===== src/rtl/hex_word_entry_pkg.sv =====
// Shared definitions for the hex word entry path: FSM encoding and word sizing.
package hex_word_entry_pkg;

    localparam int unsigned NIBBLES_DEF = 4;
    localparam int unsigned WORD_W      = 4 * NIBBLES_DEF;

    // COLLECT assembles nibbles, SEND offers the finished word to the processor.
    typedef enum logic {
        ST_COLLECT = 1'b0,
        ST_SEND    = 1'b1
    } state_t;

endpackage


===== src/rtl/key_debounce.sv =====
// Synchronizes and debounces one active-low key, emitting a single-cycle pulse per press.
module key_debounce #(
    parameter int unsigned DEBOUNCE_CYCLES = 16
) (
    input  logic clk,
    input  logic rst,
    input  logic key_n,
    output logic press_pulse
);

    localparam int unsigned CW = (DEBOUNCE_CYCLES > 2) ? $clog2(DEBOUNCE_CYCLES) : 1;
    localparam logic [CW-1:0] CNT_MAX = CW'(DEBOUNCE_CYCLES - 1);

    logic          sync1;
    logic          sync2;
    logic          stable;
    logic          stable_prev;
    logic [CW-1:0] cnt;

    // Two-flop synchronizer, stability counter, and falling-edge detect on the stable level.
    always_ff @(posedge clk) begin
        if (!rst) begin
            sync1       <= 1'b1;
            sync2       <= 1'b1;
            stable      <= 1'b1;
            stable_prev <= 1'b1;
            cnt         <= '0;
            press_pulse <= 1'b0;
        end else begin
            sync1       <= key_n;
            sync2       <= sync1;
            stable_prev <= stable;
            press_pulse <= stable_prev & ~stable;
            if (sync2 != stable) begin
                if (cnt == CNT_MAX) begin
                    stable <= sync2;
                    cnt    <= '0;
                end else begin
                    cnt <= cnt + CW'(1);
                end
            end else begin
                cnt <= '0;
            end
        end
    end

endmodule


===== src/rtl/hex_word_entry.sv =====
// Builds a word from switch nibbles on debounced ENTER presses and offers it over valid/ready.
module hex_word_entry
    import hex_word_entry_pkg::*;
#(
    parameter int unsigned DEBOUNCE_CYCLES = 16,
    parameter int unsigned NIBBLES         = NIBBLES_DEF,
    localparam int unsigned W              = 4 * NIBBLES,
    localparam int unsigned CNT_W          = $clog2(NIBBLES + 1)
) (
    input  logic             clk,
    input  logic             rst,
    input  logic             key_enter_n,
    input  logic             key_clear_n,
    input  logic [3:0]       sw_nibble,
    output logic [W-1:0]     din,
    output logic             din_valid,
    input  logic             din_ready,
    output logic [W-1:0]     preview,
    output logic [CNT_W-1:0] nibble_count
);

    logic enter_pulse;
    logic clear_pulse;

    state_t             state_q;
    state_t             state_d;
    logic [W-1:0]       preview_d;
    logic [W-1:0]       din_d;
    logic               din_valid_d;
    logic [CNT_W-1:0]   count_d;
    logic [CNT_W-1:0]   count_inc;

    key_debounce #(.DEBOUNCE_CYCLES(DEBOUNCE_CYCLES)) u_enter (
        .clk         (clk),
        .rst         (rst),
        .key_n       (key_enter_n),
        .press_pulse (enter_pulse)
    );

    key_debounce #(.DEBOUNCE_CYCLES(DEBOUNCE_CYCLES)) u_clear (
        .clk         (clk),
        .rst         (rst),
        .key_n       (key_clear_n),
        .press_pulse (clear_pulse)
    );

    assign count_inc = nibble_count + CNT_W'(1);

    // State and output registers.
    always_ff @(posedge clk) begin
        if (!rst) begin
            state_q      <= ST_COLLECT;
            preview      <= '0;
            nibble_count <= '0;
            din          <= '0;
            din_valid    <= 1'b0;
        end else begin
            state_q      <= state_d;
            preview      <= preview_d;
            nibble_count <= count_d;
            din          <= din_d;
            din_valid    <= din_valid_d;
        end
    end

    // Next-state logic: clear beats enter; keys are ignored while a word is on offer.
    always_comb begin
        state_d     = state_q;
        preview_d   = preview;
        count_d     = nibble_count;
        din_d       = din;
        din_valid_d = din_valid;
        case (state_q)
            ST_COLLECT: begin
                if (clear_pulse) begin
                    preview_d = '0;
                    count_d   = '0;
                end else if (enter_pulse) begin
                    preview_d = {preview[W-5:0], sw_nibble};
                    count_d   = count_inc;
                    if (count_inc == CNT_W'(NIBBLES)) begin
                        din_d       = preview_d;
                        din_valid_d = 1'b1;
                        state_d     = ST_SEND;
                    end
                end
            end
            ST_SEND: begin
                if (din_valid && din_ready) begin
                    din_valid_d = 1'b0;
                    preview_d   = '0;
                    count_d     = '0;
                    state_d     = ST_COLLECT;
                end
            end
            default: begin
                state_d = ST_COLLECT;
            end
        endcase
    end

endmodule


===== config.mk =====
export PLATFORM = sky130hd
export DESIGN_NAME = hex_word_entry
export DESIGN_NICKNAME = d
export VERILOG_FILES = /design/src/rtl/hex_word_entry_pkg.sv /design/src/rtl/key_debounce.sv /design/src/rtl/hex_word_entry.sv
export SDC_FILE = /design/constraint.sdc
export NUM_CORES = 1
export LEC_CHECK = 0
export CAP_MARGIN = 15
export CORE_ASPECT_RATIO = 1.5
export CORE_UTILIZATION = 50
export DETAILED_ROUTE_END_ITERATION = 8
export GPL_TIMING_DRIVEN = 1
export PLACE_DENSITY = 0.87
export SYNTH_ARGS = -nofsm -noshare
export SYNTH_HDL_FRONTEND = slang
export SYNTH_SLANG_ARGS = --single-unit

===== constraint.sdc =====
create_clock -name clk -period 2.65 [get_ports clk]
set_input_delay 0.265 -clock clk [delete_from_list [all_inputs] [get_ports clk]]
set_output_delay 0.265 -clock clk [all_outputs]
set_load 0.1 [all_outputs]

After elaboration in Yosys (flattened, before gate mapping)
Cells that the tools add are included.
{"block": "op_classes", "n_reduce_logical": 8, "addsub": 3, "n_mux": 18, "n_eq_ne": 10, "bitwise": 9}
{"cell": "2-to-1 mux 16 bit", "n": 3}
{"cell": "one-hot mux 16 bit (2 select lines)", "n": 1}
{"cell": "2-to-1 mux 3 bit", "n": 3}
{"cell": "adder 4 x 1 -> 4 bit, second input constant", "n": 2}
{"cell": "== test 4 bit, second input constant", "n": 2}
{"cell": "2-to-1 mux 1 bit", "n": 8}
{"cell": "AND reduction 4 bit", "n": 2}
{"cell": "inverter 1 bit", "n": 7}
{"cell": "one-hot mux 3 bit (2 select lines)", "n": 1}
{"cell": "AND reduction 2 bit", "n": 3}
{"cell": "OR reduction 3 bit", "n": 2}
{"cell": "inequality test 2 x 1 -> 1 bit, second input constant", "n": 2}
{"cell": "inequality test 2 bit, second input constant", "n": 2}
{"cell": "one-hot mux 1 bit (2 select lines)", "n": 2}
{"cell": "adder 3 x 1 -> 3 bit, second input constant", "n": 1}
{"cell": "== test 3 bit, second input constant", "n": 1}
{"cell": "inequality test 3 x 1 -> 1 bit, second input constant", "n": 1}
{"cell": "bitwise AND 1 bit", "n": 2}
{"cell": "inequality test 1 bit", "n": 2}
{"cell": "logical AND 1 bit", "n": 1}
{"block": "totals", "wordCells": 65, "reg_bits": 55, "in_bits": 9}

Longest topological paths before layout
Gate-level depths: netlist (run 1).
{"block": "logic_depth", "ltp_word": 6, "depth_mapped": 7, "ltp_nobuf": 5}

Modules after synthesis
Synthesis (run 1) repeated with hierarchy kept, for this count alone.
{"block": "unflattened", "hier_cells": 222, "hier_area_um2": 2109.5}
{"module": "hex_word_entry", "area_per_inst_um2": 1516.5, "seq_area_each_um2": 740.7, "cells_per_inst": 166, "instances": 1}
{"module": "key_debounce", "area_per_inst_um2": 296.5, "seq_area_each_um2": 180.2, "cells_per_inst": 28, "instances": 2}

Worst setup path after synthesis (run 1)
No wires, ideal clock.
{"block": "synth_timing", "path_type": "flip-flop to flip-flop", "startpoint": "register nibble_count[0]", "endpoint": "register din[10]", "n_path_buf": 2, "arrival_time_ns": 2.028, "t_required_ns": 2.575, "path_slack_ns": 0.548, "stages_incl_launch_ff": 8, "setup_time_ns": 0.075, "path_cell_list": "dfxtp_1 -> ha_1 -> ha_1 -> nor4bb_1 -> buf_4 -> buf_12 -> nand3_1 -> o21ai_0"}
{"block": "synth_via", "elab_chain_cells": 3}
{"element": "start: declaration", "line": "hex_word_entry.sv:19", "text": "output logic [CNT_W-1:0] nibble_count"}
{"element": "start signal: assignment", "line": "hex_word_entry.sv:60", "text": "nibble_count <= count_d;"}
{"element": "adder 3 x 1 -> 3 bit", "line": "hex_word_entry.sv:47", "text": "assign count_inc = nibble_count + CNT_W'(1);"}
{"element": "== test 3 bit", "line": "hex_word_entry.sv:81", "text": "if (count_inc == CNT_W'(NIBBLES)) begin"}
{"element": "AND reduction 4 bit (no source line)"}
{"element": "end signal: assignment", "line": "hex_word_entry.sv:61", "text": "din <= din_d;"}
{"element": "end: declaration", "line": "hex_word_entry.sv:15", "text": "output logic [W-1:0] din,"}
No other way between the ends.
A chain may end at the register's enable or synchronous reset.

Final worst setup path (run 1)
{"block": "layout_timing", "startpoint": "register nibble_count[0]", "endpoint": "register din[3]"}
The elaborated chain is that of the path after synthesis.

==> results of run 1 <==
==> final cells by class <==
cell class,count,area [sq um]
Multi-Input combinational cell,149,863
Tap cell,45,56.3
Fill cell,354,1460
Clock buffer,8,100
Timing Repair Buffer,46,360
Inverter,5,18.8
Sequential cell,55,1100
==> per-layer routing <==
metal / part of all wire (%) / vias to the layer above / track usage, %
met1: 42 / 744 / 19.2
met3: 5.3 / 5 / 7.87
met4: 2.1 / 0 / 10.0
li1: - / 823 / -
met2: 51 / 38 / 32.8
met5: 0 / - / 0
==> metrics by stage <==
stage / utilization (%) / setup slack (ps) / hold slack [ps] / instance area, sq um
3_5_place_dp: 60.6 / 767 / 395 / 2400
3_3_place_gp: 60.6 / 792 / 390 / 2400
5_1_grt: 63.1 / 607 / 442 / 2500
6_report: 63.1 / 782 / 410 / 2500
2_1_floorplan: - / 548 / 366 / 2090
4_1_cts: 63.1 / 737 / 409 / 2500
==> critical path, delay by kind of cell, from the launching register on <==
kind / cells / cell delay [ps]
flops: 1 / 390
simple gates: 2 / 660
compound gates: 1 / 100
buf+inv: 1 / 340
fa+ha+maj: 2 / 300
==> state kept, by name, indices dropped and copies added, names as in the netlist <==
signal and cells:
u_enter.sync1 1, din 16, u_clear.press_pulse 1, din_valid 1, u_enter.stable 1, u_clear.sync1 1, u_clear.stable 1, preview 16
u_clear.sync2 1, nibble_count 3, u_enter.stable_prev 1, u_enter.press_pulse 1, u_enter.cnt 4, u_clear.cnt 4, u_enter.sync2 1, u_clear.stable_prev 1
state_q 1
==> Yosys cell counts <==
cell type	count
clkbuf_1	3
o21ai_1	1
o21ai_0	34
nand2_1	36
a21oi_1	2
ha_1	4
xor2_1	6
mux2i_1	2
nand2b_1	7
nand3_1	22
nor2b_1	1
buf_4	3
buf_6	2
and3_1	2
nor3b_4	1
buf_2	4
o21a_1	1
dfxtp_1	55
nor4bb_1	1
a21boi_1	18
buf_8	1
clkbuf_4	1
a21boi_2	1
buf_12	1
nor3_4	1
inv_1	5
nor2_1	9
==> worst max path at each step <==
stage                                 endpoint  slack (ps)  cells past startpoint
after detailed placement   din[4]$_SDFFE_PN0P_         770                      6
after global routing       din[3]$_SDFFE_PN0P_         610                      6
after floorplan           din[10]$_SDFFE_PN0P_         550                      7
after global placement     din[1]$_SDFFE_PN0P_         790                      6
after CTS                  din[3]$_SDFFE_PN0P_         740                      6
final                      din[3]$_SDFFE_PN0P_         780                      6
==> report_power, final <==
part	leakage, nW	internal [mW]	total (mW)	switching, mW
clock network	0.0515	0.239	0.484	0.246
logic	0.523	0.0175	0.0351	0.0176
registers	0.444	0.829	0.831	0.00166
==> kinds of logic after synthesis <==
| logic type | after synthesis | share of synthesized area, % |
|---|---|---|
| compound gates | 57 | 16.2 |
| xor+xnor | 6 | 2.52 |
| fa+ha+maj | 4 | 2.40 |
| buf+inv | 20 | 6.59 |
| flops | 55 | 52.8 |
| mux | 2 | 0.959 |
| simple gates | 80 | 18.5 |
==> results.py, run 1 <==
metrics = {
    "floorplanning": {
        "ios": 45,
        "die_h_um": 81.1,
        "core_sq_um": 3960,
        "start_util_pct": 52.7,
        "die-area_sq_um": 4440,
        "rows": 28,
        "die_width_um": 54.8,
    },
    "route": {
        "firstDrtPassIters": 4,
        "routedWlPerCell_um": 12.1,
        "postRouteAntennaNets": 0,
        "drt_iter0_drc": 34,
        "drc": 0,
        "via_per_inst": 5.23,
        "wirelength_mm": 3.73,
        "vias": 1610,
    },
    "global_routing": {
        "track_usage_pct": 19.3,
        "grt_pass1_vias": 1391,
        "grt_overflow": 0,
        "grt_max_degree": 43,
        "grt_pass1_wl_mm": 5.92,
        "antenna_found_initial": 0,
    },
    "cells_and_area": {
        "antenna_cells": 0,
        "final_cell_mix": "dfxtp_1, buf_4, nand2_1",
        "syn2layout_area_growth_pct": 19.8,
        "finalNetCount": 275,
        "final_cells": 308,
        "final_common_cell": "dfxtp_1",
        "drive_gt1_share_pct": 19.0,
    },
    "worst_setup_path": {
        "worstSetupEndpointType": "flip-flop",
        "worstPathMaxFanout": 20,
        "crit_top_cell": "ha_1",
        "slowest_delay_ps": 560,
        "r2r_end": "din[3]$_SDFFE_PN0P_",
        "crit_chain": "ha_1, ha_1, nor4bb_4, buf_4, nand3_1, o21ai_0",
        "crit_arrival_ps": 2100,
        "slowest_stage": "nor4bb_4",
        "cp.required_ps": 2880,
        "worst_r2r_path_depth": 6,
        "path_class": "flip-flop to flip-flop",
        "worst-r2r-setup-slack_ps": 780,
        "timing.critical_path.from": "nibble_count[0]$_SDFFE_PN0P_",
        "reg2reg_from": "nibble_count[0]$_SDFFE_PN0P_",
        "crit_path_start_kind": "flip-flop",
    },
    "yosys": {
        "avgSynthCellArea_sq_um": 9.32,
        "synth_area_leader_cell": "dfxtp_1",
        "synth_cell_type_count": 27,
        "yosysTopAreaCellShare_pct": 52.8,
        "netlist_top_cells_area": "dfxtp_1, o21ai_0, a21boi_1",
        "yosys_register_bits": 55,
        "ys_seq_area_share_pct": 52.8,
        "synthesis.instances": 224,
        "synth_nets": 237,
        "synth_warnings": 0,
        "syn_area_sq_um": 2090,
    },
    "placement": {
        "numPortBuffers": 44,
        "gp_congestion": 0.729,
        "place_inst": 300,
        "hpwl_mm": 2.59,
    },
    "job": {
        "maxCapViolations": 0,
    },
    "cts": {
        "post_cts_buffers": 0,
        "post_cts_resized": 0,
        "htree_levels": 2,
        "cts.sinks": 55,
        "ctsHoldBuffers": 0,
        "cts_tree": "yes",
        "clkLatencyLatePin_ps": 300,
        "clockBufferDepth": 2,
        "root_buffer": "clkbuf_8",
        "clkTransAtPathRegs_ps": 90,
        "cts_made_buffers": 5,
    },
    "sta": {
        "tightestPinTransition_ps": 721,
        "final-hold-violation-count": 0,
        "finalCriticalPeriod_ps": 1870,
        "finalCritPeriodShare_pct": 70.5,
        "skew_ps": 6.73,
        "relSlewSlack_pct": 51.9,
        "setup-tns-final_ps": 0,
        "rsz0062_at_grt": "no",
        "setup_viol": 0,
        "slew_violations": 0,
        "max_freq_ghz": 0.535,
    },
    "outcome": {
        "status": "complete, no violations",
    },
    "worst_hold_path": {
        "hp-start": "rst",
        "whs_endpoint": "u_enter.stable$_SDFFE_PN1P_",
        "hold_path_depth": 2,
        "holdCritPathClass": "input port to flip-flop",
    },
    "pwr": {
        "power.total_mw": 1.35,
        "p_per_area_nw_per_um2": 540,
        "ir_worst_vdd_uv": 480,
        "leakagePower_nw": 1.02,
    },
}
No activity file was read; power rests on OpenSTA's default activity.
==> inputs of run 2 (changes only) <==
CORE_UTILIZATION = 45   (was 50)
PLACE_DENSITY = 0.83   (was 0.87)
clock period = 1.6 ns   (was 2.65 ns; I/O delays follow)
==> run 2 against run 1 <==
  * The run now ends with DRC left
  * Cell count increased by 2.3%
  * Non-clock buffer count increased by 4
  * Final area increased by 21%
  * Sequential share of layout area decreased by 7.2 points
  * Highest routed layer unchanged
  * Die area increased by 11%
  * Clock skew increased by 2.8 ps
  * Critical path depth unchanged
  * Maximum frequency increased by 26%
  * Critical endpoint is now din[7]$_SDFFE_PN0P_
  * Global-route usage decreased by 0.28 points
  * Total power increased by 61%
  * First-iteration DRC count increased by 50%
==> results.py, run 2 (same netlist as run 1, synthesis figures left out) <==
metrics = {
    "outcome": {
        "status": "finished, violations left",
        "violations": "DRC",
    },
    "sta": {
        "whs_ps": 197,
        "rsz0062_at_grt": "no",
        "relSlewSlack_pct": 75.4,
        "slew_violations": 0,
        "setup_viol": 0,
        "setup-tns-final_ps": 0,
        "finalCritPeriodShare_pct": 92.4,
        "final-hold-violation-count": 0,
        "skew_ps": 9.49,
        "finalCriticalPeriod_ps": 1480,
        "tightestPinTransition_ps": 369,
        "max_freq_ghz": 0.676,
    },
    "floorplanning": {
        "die_width_um": 57.6,
        "die-area_sq_um": 4920,
        "die_h_um": 85.4,
        "core_sq_um": 4500,
        "ios": 45,
        "rows": 30,
        "start_util_pct": 46.3,
    },
    "worst_setup_path": {
        "crit_top_cell": "ha_1",
        "crit_chain": "ha_1, ha_1, nor4bb_4, buf_12, nand3_1, o21ai_0",
        "crit_family": "simple AND/OR/NAND/NOR gates",
        "slowest_stage": "dfxtp_4",
        "path_class": "flip-flop to flip-flop",
        "slowest_delay_ps": 380,
        "worstPathMaxFanout": 32,
        "crit_arrival_ps": 1700,
        "crit_path_start_kind": "flip-flop",
        "worst_r2r_path_depth": 6,
        "cp.required_ps": 1820,
        "worst-r2r-setup-slack_ps": 120,
        "cp.depth": 6,
        "worstSetupEndpointType": "flip-flop",
        "critPathBufInv": 1,
    },
    "pwr": {
        "leakagePower_nw": 1.14,
        "ir_worst_vdd_uv": 492,
        "p_per_area_nw_per_um2": 720,
    },
    "global_routing": {
        "grt_pass1_wl_mm": 7.22,
        "grt_max_degree": 33,
        "grt_pass1_vias": 1578,
        "antenna_found_initial": 0,
        "track_usage_pct": 19.0,
        "grt_overflow": 0,
    },
    "route": {
        "firstDrtPassIters": 6,
        "routedWlPerCell_um": 13.3,
        "postRouteAntennaNets": 0,
        "vias": 1665,
        "wirelength_mm": 4.18,
        "drt_iter0_drc": 51,
        "drc": 4,
        "via_per_inst": 5.29,
    },
    "cells_and_area": {
        "final_cell_mix": "dfxtp_1, buf_12, nand2_1",
        "syn2layout_area_growth_pct": 44.6,
        "drive_gt1_share_pct": 21.3,
        "n_fill_cell": 336,
        "post-route-util_pct": 67.0,
        "final_common_cell": "dfxtp_1",
        "seqCellArea_sq_um": 1110,
        "multi_input_area_sq_um": 863,
        "finalNetCount": 279,
        "top_regs": "din x16, preview x16",
        "antenna_cells": 0,
    },
    "cts": {
        "post_cts_resized": 0,
        "cts_made_buffers": 5,
        "root_buffer": "clkbuf_8",
        "clkTransAtPathRegs_ps": 90,
        "post_cts_buffers": 0,
        "clkLatencyLatePin_ps": 310,
        "clockBufferDepth": 2,
        "ctsHoldBuffers": 0,
        "cts_tree": "yes",
        "cts.sinks": 55,
        "htree_levels": 2,
    },
    "placement": {
        "hpwl_mm": 3.05,
        "numPortBuffers": 44,
        "gp_congestion": 0.720,
    },
    "worst_hold_path": {
        "holdCritPathClass": "input port to flip-flop",
        "hold_path_depth": 2,
    },
    "job": {
        "maxCapViolations": 0,
    },
}
run 2: cell count changes in the layout (fill, tap and decap cells not counted), moves of 2 or more:
cell,previous run,this run
buf_12,0,39
buf_4,38,3
dfxtp_1,55,52
dfxtp_4,0,3
clkbuf_8,7,5
run 2: report_power, final:
part / internal [mW] / switching, mW
registers: 1.37 / 0.00292
clock network: 0.307 / 0.427
logic: 0.0367 / 0.0315
total: 1.71 / 0.462
run 2: cell type report:
type	instances	area share (%)
timing repair buffer	50	29.1
tap	48	1.99
clock inverter	2	0.415
multi-input combinational	149	28.6
sequential	55	36.9
inverter	5	0.622
clock buffer	6	2.40
run 2: worst paths after layout:
check,from,to
max,nibble_count[0]$_SDFFE_PN0P_,din[7]$_SDFFE_PN0P_
min,rst,u_clear.stable$_SDFFE_PN1P_
max reg2reg,nibble_count[0]$_SDFFE_PN0P_,din[7]$_SDFFE_PN0P_
min reg2reg,u_clear.stable_prev$_SDFF_PN1_,u_clear.press_pulse$_SDFF_PN0_
run 2: routing by layer:
| layer | vias to the layer above | global-route usage (%) | routed length (um) |
|---|---|---|---|
| met5 | - | 0 | 0 |
| met4 | 0 | 8.87 | 102 |
| met3 | 10 | 4.12 | 161 |
| met2 | 43 | 32.9 | 2230 |
| met1 | 776 | 21.8 | 1680 |
| li1 | 836 | - | - |
run 2: stage by stage:
step                      power [mW]  setup slack (ps)  instances  instance area (sq um)
after floorplan                 1.44              5.01        224                   2100
after global placement          1.47               233        307                   2930
after CTS                       2.20               111        315                   3020
after global routing            2.26              11.7        315                   3020
final                           2.17               121        315                   3020
after detailed placement        1.47               132        307                   2930
==> inputs of run 3 (changes only) <==
CELL_PAD_IN_SITES_DETAIL_PLACEMENT = 0   (was unset)
CELL_PAD_IN_SITES_GLOBAL_PLACEMENT = 1   (was unset)
CORE_MARGIN = 5   (was unset)
CORE_UTILIZATION = 34   (was 45)
==> run 3 against run 2 <==
  * The flow now finishes without violations
  * Via count down 2.8%
  * Core utilization down 17 points
  * Worst hold slack better by 4.3 ps
  * Count of clock-buffer cells in the layout unchanged
  * Routed wire length down 0.22%
  * Cell count up 8.3%
  * Flip-flop and latch count unchanged
  * Total power up 2.1%
  * Critical path depth unchanged
==> results.py, run 3 (same netlist as run 1, synthesis figures left out) <==
metrics = {
    "pwr": {
        "p_comb_share_pct": 2.8,
        "swShare_pct": 21.0,
        "ir_worst_vdd_uv": 461,
        "p_per_area_nw_per_um2": 727,
        "switchingPower_mw": 0.466,
        "power_frac_seq_pct": 61.8,
        "pwr-share-clk_pct": 35.4,
        "leakagePower_nw": 1.14,
        "p_int_mw": 1.75,
    },
    "global_routing": {
        "grt_overflow": 0,
        "antenna_found_initial": 0,
        "use_met1_pct": 13.6,
        "grt-busiest-layer": "met2",
        "grt_pass1_wl_mm": 7.07,
        "grt_pass1_vias": 1518,
        "grtUsageMet3_pct": 3.03,
        "globalRouteMet2Util_pct": 18.8,
        "track_usage_pct": 11.2,
        "grt_max_degree": 47,
    },
    "floorplanning": {
        "start_util_pct": 34.5,
        "die_width_um": 74.0,
        "rows": 35,
        "die-area_sq_um": 7840,
        "die_h_um": 106,
        "core_sq_um": 6040,
        "ios": 45,
    },
    "worst_setup_path": {
        "crit_chain": "ha_1, ha_1, nor4bb_4, buf_12, nand3_1, o21ai_0",
        "critPathBufInv": 1,
        "crit_arrival_ps": 1690,
        "cp.depth": 6,
        "crit_path_start_kind": "flip-flop",
        "crit_top_cell": "ha_1",
        "worst_r2r_path_depth": 6,
        "crit_family": "simple AND/OR/NAND/NOR gates",
        "timing.critical_path.from": "nibble_count[0]$_SDFFE_PN0P_",
        "cp.required_ps": 1840,
        "r2r_end": "din[14]$_SDFFE_PN0P_",
        "worstSetupEndpointType": "flip-flop",
        "slowest_delay_ps": 380,
        "path_class": "flip-flop to flip-flop",
        "worstPathMaxFanout": 32,
        "worst-r2r-setup-slack_ps": 140,
        "slowest_stage": "dfxtp_4",
        "endpoint": "din[14]$_SDFFE_PN0P_",
        "reg2reg_from": "nibble_count[0]$_SDFFE_PN0P_",
    },
    "cts": {
        "cts_tree": "yes",
        "clkTransAtPathRegs_ps": 100,
        "cts.sinks": 55,
        "htree_levels": 2,
        "root_buffer": "clkbuf_8",
        "clkLatencyLatePin_ps": 310,
        "cts_made_buffers": 5,
        "clockBufferDepth": 2,
    },
    "cells_and_area": {
        "finalNetCount": 279,
        "syn2layout_area_growth_pct": 46.2,
        "stdcell_area_sq_um": 3050,
        "antenna_cells": 0,
        "n_fill_cell": 546,
        "top_regs": "din x16, preview x16",
        "final_cell_mix": "dfxtp_1, buf_12, nand2_1",
        "drive_gt1_share_pct": 21.7,
        "post-route-util_pct": 50.5,
        "final_common_cell": "dfxtp_1",
    },
    "sta": {
        "skew_ps": 13.6,
        "finalCritPeriodShare_pct": 91.0,
        "final-hold-violation-count": 0,
        "slew_violations": 0,
        "setup_viol": 0,
        "setup_slack_ps": 144,
        "max_freq_ghz": 0.687,
        "finalCriticalPeriod_ps": 1460,
        "relSlewSlack_pct": 75.9,
        "tightestPinTransition_ps": 362,
    },
    "placement": {
        "hpwl_mm": 3.07,
        "postPlaceCellArea_sq_um": 2950,
        "numPortBuffers": 44,
        "gp_congestion": 0.691,
        "place_worst_setup_slack_ps": 145,
    },
    "worst_hold_path": {
        "hold_path_depth": 2,
        "holdCritPathClass": "input port to flip-flop",
    },
    "route": {
        "routedWlPerCell_um": 12.2,
        "wirelength_mm": 4.17,
        "drc": 0,
        "postRouteAntennaNets": 0,
        "via_per_inst": 4.75,
        "drt_iter0_drc": 144,
        "firstDrtPassIters": 4,
        "vias": 1619,
    },
    "job": {
        "maxCapViolations": 0,
    },
    "outcome": {
        "status": "complete, no violations",
    },
}
-- run 3: layout make-up --
| type | instances | area [sq um] | area share [%] |
|---|---|---|---|
| clock inverters | 2 | 16.3 | 0.533 |
| inverters | 5 | 18.8 | 0.615 |
| multi-input cells | 149 | 863 | 28.3 |
| flip-flops and latches | 55 | 1110 | 36.4 |
| well taps | 74 | 92.6 | 3.03 |
| clock buffers | 6 | 82.6 | 2.71 |
| repair buffers | 50 | 866 | 28.4 |
-- run 3: worst min path at each step --
| stage | startpoint | to | slack [ps] |
|---|---|---|---|
| after floorplan | key_clear_n | u_clear.sync1$_SDFF_PN1_ | 260 |
| after global placement | u_clear.sync1$_SDFF_PN1_ | u_clear.sync2$_SDFF_PN1_ | 390 |
| after detailed placement | u_enter.sync1$_SDFF_PN1_ | u_enter.sync2$_SDFF_PN1_ | 400 |
| after CTS | rst | u_enter.stable$_SDFFE_PN1P_ | 200 |
| after global routing | rst | u_clear.stable$_SDFFE_PN1P_ | 230 |
| final | rst | u_enter.stable$_SDFFE_PN1P_ | 200 |
-- run 3: power groups by stage --
stage          clock [mW]  sequential [mW]  combinational [mW]
4_1_cts             0.830             1.37              0.0639
3_5_place_dp            0             1.40              0.0636
5_1_grt             0.872             1.37              0.0693
2_1_floorplan           0             1.40              0.0358
6_report            0.786             1.37              0.0626
3_3_place_gp            0             1.40              0.0632
-- run 3: worst reg2reg max path, cell delays in order (launching register included) --
cell and delay (ps):
dfxtp_4 380, ha_1 150, ha_1 150, nor4bb_4 300
buf_12 220, nand3_1 100, o21ai_0 90
-- run 3: metrics by stage --
stage	hold WS (ps)	setup TNS, ps	power (mW)	std cells
2_1_floorplan	261	0	1.44	224
3_3_place_gp	393	0	1.47	332
3_5_place_dp	396	0	1.47	332
4_1_cts	196	0	2.27	340
5_1_grt	226	-8.25	2.31	341
6_report	201	0	2.22	341
-- run 3: routing by layer --
layer  part of all wire (%)  routed length (um)  vias up
met5                      0                   0        -
met4                   0.41                  17        0
met3                    5.2                 216        2
met2                     53                2190       34
met1                     42                1740      750
li1                       -                   -      833
-- run 3: timing repair --
item | in CTS | in global routing
setup endpoints to repair | 0 | 1
hold buffers | 0 | 0
endpoints found under the hold margin | 0 | 0
buffers inserted | 0 | 1
resized for setup | 0 | 0
